===== src/rtl/count_ctrl.sv =====
// count_ctrl: control and counting stage of the count game.
// Debounces the start/stop button, runs the IDLE/RUN/PAUSE/DONE machine,
// keeps a 4-digit BCD tick counter and scans one digit at a time onto num/pos.
`timescale 1ns/1ps

module count_ctrl #(
    parameter int TICK_DIV   = 100000,
    parameter int SCAN_DIV   = 10000,
    parameter int DEB_CYCLES = 20000
) (
    input  logic       clk,
    input  logic       rst,
    input  logic       st,
    input  logic       clr,
    output logic [3:0] num,
    output logic [1:0] pos,
    output logic       running,
    output logic       done
);

    localparam int TW = $clog2(TICK_DIV);
    localparam int SW = $clog2(SCAN_DIV);
    localparam int DW = $clog2(DEB_CYCLES);

    localparam logic [TW-1:0] TICK_LAST = TW'(TICK_DIV - 1);
    localparam logic [SW-1:0] SCAN_LAST = SW'(SCAN_DIV - 1);
    localparam logic [DW-1:0] DEB_LAST  = DW'(DEB_CYCLES - 1);

    typedef enum logic [1:0] {
        S_IDLE,
        S_RUN,
        S_PAUSE,
        S_DONE
    } state_e;

    logic          st_meta_q, st_sync_q;
    logic [DW-1:0] deb_cnt_q;
    logic          deb_lvl_q;
    logic          press_q;

    state_e        state_q, state_d;
    logic [15:0]   digits_q, digits_d;
    logic [TW-1:0] tick_cnt_q, tick_cnt_d;
    logic          tick;

    logic [SW-1:0] scan_cnt_q;
    logic          scan_last;
    logic [1:0]    pos_q, pos_d;
    logic [3:0]    num_q;
    logic          running_q, done_q;

    // Ripple-carry BCD increment; digits that reach 9 wrap to 0 and carry up.
    function automatic logic [15:0] bcd_inc(input logic [15:0] v);
        logic [15:0] r;
        logic        carry;
        r     = v;
        carry = 1'b1;
        for (int i = 0; i < 4; i++) begin
            if (carry) begin
                if (v[i*4 +: 4] == 4'd9) begin
                    r[i*4 +: 4] = 4'd0;
                end else begin
                    r[i*4 +: 4] = v[i*4 +: 4] + 4'd1;
                    carry       = 1'b0;
                end
            end
        end
        return r;
    endfunction

    // Two-flop synchroniser for the raw button.
    // NOTE: sequential state uses non-blocking assignments so every flop samples pre-edge values.
    always_ff @(posedge clk or negedge rst) begin
        if (!rst) begin
            st_meta_q <= 1'b0;
            st_sync_q <= 1'b0;
        end else begin
            st_meta_q <= st;
            st_sync_q <= st_meta_q;
        end
    end

    // Debounce: accept a new level after it has differed for DEB_CYCLES cycles; pulse press on 0->1.
    always_ff @(posedge clk or negedge rst) begin
        if (!rst) begin
            deb_cnt_q <= '0;
            deb_lvl_q <= 1'b0;
            press_q   <= 1'b0;
        end else begin
            press_q <= 1'b0;
            if (st_sync_q == deb_lvl_q) begin
                deb_cnt_q <= '0;
            end else if (deb_cnt_q == DEB_LAST) begin
                deb_lvl_q <= st_sync_q;
                deb_cnt_q <= '0;
                press_q   <= st_sync_q;
            end else begin
                deb_cnt_q <= deb_cnt_q + DW'(1);
            end
        end
    end

    // Next state, digit and prescaler logic; clr overrides any press.
    // NOTE: every signal gets a default first so no path leaves it unassigned (no latches).
    always_comb begin
        state_d    = state_q;
        digits_d   = digits_q;
        tick_cnt_d = tick_cnt_q;
        tick       = (state_q == S_RUN) && (tick_cnt_q == TICK_LAST);
        if (clr) begin
            state_d    = S_IDLE;
            digits_d   = '0;
            tick_cnt_d = '0;
        end else begin
            case (state_q)
                S_IDLE: begin
                    if (press_q) begin
                        state_d    = S_RUN;
                        tick_cnt_d = '0;
                    end
                end
                S_RUN: begin
                    if (tick) begin
                        tick_cnt_d = '0;
                        if (digits_q == 16'h9999) begin
                            state_d = S_DONE;
                        end else begin
                            digits_d = bcd_inc(digits_q);
                        end
                    end else begin
                        tick_cnt_d = tick_cnt_q + TW'(1);
                    end
                    // A saturating tick ends the game even if a press lands in the same cycle.
                    if (press_q && (state_d == S_RUN)) begin
                        state_d = S_PAUSE;
                    end
                end
                S_PAUSE: begin
                    if (press_q) begin
                        state_d = S_RUN;
                    end
                end
                S_DONE: begin
                    if (press_q) begin
                        state_d  = S_IDLE;
                        digits_d = '0;
                    end
                end
                default: state_d = S_IDLE;
            endcase
        end
    end

    // State, digits, prescaler and the registered state decodes.
    always_ff @(posedge clk or negedge rst) begin
        if (!rst) begin
            state_q    <= S_IDLE;
            digits_q   <= '0;
            tick_cnt_q <= '0;
            running_q  <= 1'b0;
            done_q     <= 1'b0;
        end else begin
            state_q    <= state_d;
            digits_q   <= digits_d;
            tick_cnt_q <= tick_cnt_d;
            running_q  <= (state_d == S_RUN);
            done_q     <= (state_d == S_DONE);
        end
    end

    // Scan step: advance the digit index at the scan terminal count.
    always_comb begin
        scan_last = (scan_cnt_q == SCAN_LAST);
        pos_d     = scan_last ? pos_q + 2'd1 : pos_q;
    end

    // Free-running scan counter; num is loaded with the digit selected by the new pos.
    always_ff @(posedge clk or negedge rst) begin
        if (!rst) begin
            scan_cnt_q <= '0;
            pos_q      <= 2'd0;
            num_q      <= 4'd0;
        end else begin
            scan_cnt_q <= scan_last ? '0 : scan_cnt_q + SW'(1);
            pos_q      <= pos_d;
            num_q      <= digits_q[{pos_d, 2'b00} +: 4];
        end
    end

    assign num     = num_q;
    assign pos     = pos_q;
    assign running = running_q;
    assign done    = done_q;

endmodule


===== config.mk =====
export PLATFORM = sky130hd
export DESIGN_NAME = count_ctrl
export DESIGN_NICKNAME = d
export VERILOG_FILES = /design/src/rtl/count_ctrl.sv
export SDC_FILE = /design/constraint.sdc
export NUM_CORES = 1
export LEC_CHECK = 0
export BUFFER_PORTS_ARGS = -buffer_cell sky130_fd_sc_hd__buf_2
export CORE_ASPECT_RATIO = 0.75
export CORE_MARGIN = 2
export CORE_UTILIZATION = 55
export CTS_CLUSTER_DIAMETER = 60
export DETAILED_ROUTE_END_ITERATION = 10
export PLACE_DENSITY = 0.72
export SYNTH_ARGS = -nofsm -noshare
export SYNTH_HDL_FRONTEND = slang
export SYNTH_SLANG_ARGS = --single-unit
export TNS_END_PERCENT = 50

===== constraint.sdc =====
create_clock -name clk -period 4 [get_ports clk]
set_input_delay 0.4 -clock clk [delete_from_list [all_inputs] [get_ports clk]]
set_output_delay 0.4 -clock clk [all_outputs]
set_load 0.02 [all_outputs]

==> metrics.md <==
| Metric | Value |
|---|---|
| Share of cells above drive strength 1 | `8.50%` |
| Worst Setup End Kind | `register` |
| Run status | `finished, final reports clean` |
| Vias in the first global route | `between 2000 and 3000` |
| GRT overflow | `0` |
| YS warnings | `0` |
| Setup TNS Final | `0 ns` |
| Chip Height | `77.6 um` |
| Clock sink total | `76` |
| Vias | `about 3000` |
| Synth Flop Type | `dfrtp_1` |
| Post-synthesis sequential area ratio | `between 40% and 50%` |
| Seq pwr share | `55.1%` |
| Number of flops mapped to enable cells by yosys | `0` |
| Internal power | `1.10 mW` |
| Clock power frac | `39.6%` |
| Die area | `a little under 8000 um^2` |
| Clock Skew | `0.0107 ns` |
| Post-CTS setup buffers | `0` |
| Startpoint types | `register` |
| Mapped Cells | `396` |
| Most common cell after layout, fill and taps aside | `dfrtp_1` |
| Final Cycle Share | `61.7%` |
| Sw Pwr | `between 0.3 and 0.4 mW` |
| Chip width | `about 100 um` |
| Critical path's slowest cell | `or4b_4` |
| Design Area, Final | `4300 um^2` |
| Routability cong. | `0.820` |
| Slew HR | `between 30% and 40%` |
| Antenna-violating nets left | `0` |
| Worst vdd ir | `0.210 mV` |
| First-pass GRT wire length | `13300 um` |
| Fin. Hold Viols | `0` |
| Final net count | `422` |
| # diodes | `0` |
| Drt initial violations | `207` |
| Power per cell area | `340 nW/um^2` |
| Area Growth Syn to Fin | `8.26%` |
| CTS Buf Count | `9` |
| Wire per inst | `14.7 um` |
| Dpl cell area | `between 4000 and 5000 um^2` |
| Worst stage delay on the critical path | `just under 0.6 ns` |
| Pleak | `roughly 1.9 nW` |
| Critical-path cell list | `or4b_4 > o41ai_4 > buf_4 > and3_1 > and2_4 > mux2_2` |
| Post-DP HPWL | `~5200 um` |
| Total core area | `about 6900 um^2` |
| FF-to-FF setup slack | `1.53 ns` |
| Switching portion of total power | `24.7%` |
| Hold slack | `0.149 ns` |
| CP top delay family | `simple AND/OR/NAND/NOR gates` |
| Synth Area per Inst | `between 10 and 15 um^2` |
| Fillers | `583` |
| CTS max path bufs | `2` |
| CTS root buffer | `clkbuf_8` |
| Ports | `12` |
| Number of buffers added on ports | `11` |
| CTS tree | `built` |
| Final setup fails | `0` |
| Placed Instances | `between 400 and 500` |
| # hold bufs at CTS | `0` |
| Via density | `roughly 6` |
| CP arrival | `2.71 ns` |
| Antenna violations before repair | `0` |
| Initial Utilization | `between 50% and 60%` |
| Ys async rst share | `100%` |
| Clock transition at path regs | `about 0.080 ns` |
| Max Fclk | `405 MHz` |
| Seq cells post-synth | `76` |
| RSZ-0062 raised after global routing | `false` |
| Crit-path max FO | `16` |
| Num rows | `26` |
| Synth cell types | `49` |
| Largest net degree at the start of global routing | `77` |
| Kind of critical path | `reg2reg` |
| Worst-Skew Late Latency | `roughly 0.35 ns` |
| Combinational share of power | `under 10%` |
| CTS H-tree depth | `3` |
| Hold Crit Class | `in2reg` |
| Most frequent cells in the layout | `dfrtp_1 (76), nor2_1 (44), nand2_1 (27)` |
| Total Wirelength | `7510 um` |
| Drt first pass iters | `4` |
| Worst EP required | `4.24 ns` |
| Max_cap viols | `0` |
| Mapped Nets | `roughly 410` |
| Worst Max-Slew Pin Slew | `0.947 ns` |
| GR Util All Layers | `between 20% and 30%` |
| Cell Area, Synth | `around 4000 um^2` |
| Crit path buf inv count | `1` |
| Final non-filler cell total | `between 500 and 600` |
| Min Clock Period, post-route | `2.47 ns` |
| Post-CTS sizing | `0` |
| Final Max Slew Viols | `0` |
| Drt drc | `0` |
registers in the layout, indices dropped and copies added (netlist names):
signal / count
deb_lvl_q: 1
running: 1
tick_cnt_q: 17
state_q: 2
press_q: 1
done: 1
num: 4
scan_cnt_q: 14
digits_q: 16
deb_cnt_q: 15
st_sync_q: 1
pos: 2
st_meta_q: 1
synthesized netlist by cell type (all sizes together), types with 4 or more instances:
| library cell | n | share of area (%) |
|---|---|---|
| nand3b | 9 | 1.7 |
| nor2 | 44 | 4.2 |
| clkbuf | 10 | 0.95 |
| a2bb2oi | 4 | 0.88 |
| nand2b | 5 | 0.79 |
| o31ai | 15 | 2.8 |
| o41ai | 7 | 2.0 |
| nor3 | 7 | 1.0 |
| a21oi | 8 | 1.0 |
| inv | 11 | 1.0 |
| and2 | 4 | 0.69 |
| nand2 | 27 | 2.6 |
| nand4 | 13 | 2.0 |
| dfrtp | 76 | 48 |
| xor2 | 21 | 4.6 |
| nand3 | 23 | 2.9 |
| and3 | 15 | 2.4 |
| ha | 11 | 3.5 |
| o21ai | 20 | 2.5 |
| xnor2 | 16 | 3.5 |
| o311a | 4 | 1.0 |
| and4 | 4 | 0.88 |
| a31oi | 4 | 0.63 |
| mux2i | 5 | 1.3 |
| a211oi | 6 | 1.1 |
final timing paths:
kind	start	to	depth (start not counted)
max	tick_cnt_q[13]	digits_q[12]	6
max reg2reg	tick_cnt_q[13]	digits_q[12]	6
min reg2reg	st_meta_q	st_sync_q	0
min in group asynchronous	rst	scan_cnt_q[12]	1
min	st	st_meta_q	1
max in group asynchronous	rst	digits_q[12]	1
power groups by stage:
stage | clock network, mW | registers [mW] | logic (mW)
floorplan | 0 | 0.814 | 0.0493
global placement | 0 | 0.819 | 0.0751
detailed placement | 0 | 0.820 | 0.0790
CTS | 0.597 | 0.805 | 0.0792
global route | 0.630 | 0.809 | 0.0911
finish | 0.578 | 0.805 | 0.0774
cells by family (layout without fill, tap and decap cells):
| group | after synthesis | after routing | synth area share [%] |
|---|---|---|---|
| AOI/OAI and AO/OA | 76 | 76 | 13.7 |
| and+or+nand+nor | 166 | 166 | 22.6 |
| DFF | 76 | 76 | 47.9 |
| buffers and inverters | 23 | 39 | 2.37 |
| adders and majority gates | 11 | 11 | 3.47 |
| muxes | 7 | 7 | 1.83 |
| xor gates and xnor gates | 37 | 37 | 8.17 |
layout make-up:
| class | instances | area, um^2 | area share (%) |
|---|---|---|---|
| clock inverters | 5 | 61.3 | 1.43 |
| well taps | 98 | 123 | 2.85 |
| clock buffers | 11 | 131 | 3.06 |
| multi-input cells | 297 | 1970 | 45.9 |
| repair buffers | 12 | 65.1 | 1.51 |
| inverters | 11 | 41.3 | 0.961 |
| flip-flops and latches | 76 | 1900 | 44.3 |
per-layer routing:
metal	share of wire, %	vias up	track usage (%)
li1	-	1471	-
met1	53	1453	32.5
met2	42	52	29.9
met3	3.9	9	5.14
met4	0.87	0	5.60
met5	0	-	0
stage by stage:
| step | total power, mW | worst slack (ns) | util, % |
|---|---|---|---|
| after floorplan | 0.863 | 1.71 | - |
| after global placement | 0.894 | 1.61 | 59.5 |
| after detailed placement | 0.899 | 1.56 | 59.5 |
| after CTS | 1.48 | 1.54 | 62.3 |
| after global routing | 1.53 | 1.38 | 62.3 |
| final | 1.46 | 1.53 | 62.3 |
worst register-to-register path, cell delays in order (launching register included):
cell     delay (ns)
dfrtp_1        0.46
or4b_4         0.58
o41ai_4        0.32
buf_4          0.25
and3_1         0.24
and2_4         0.17
mux2_2         0.33
Note: power is estimated with default switching activity, not from simulation.
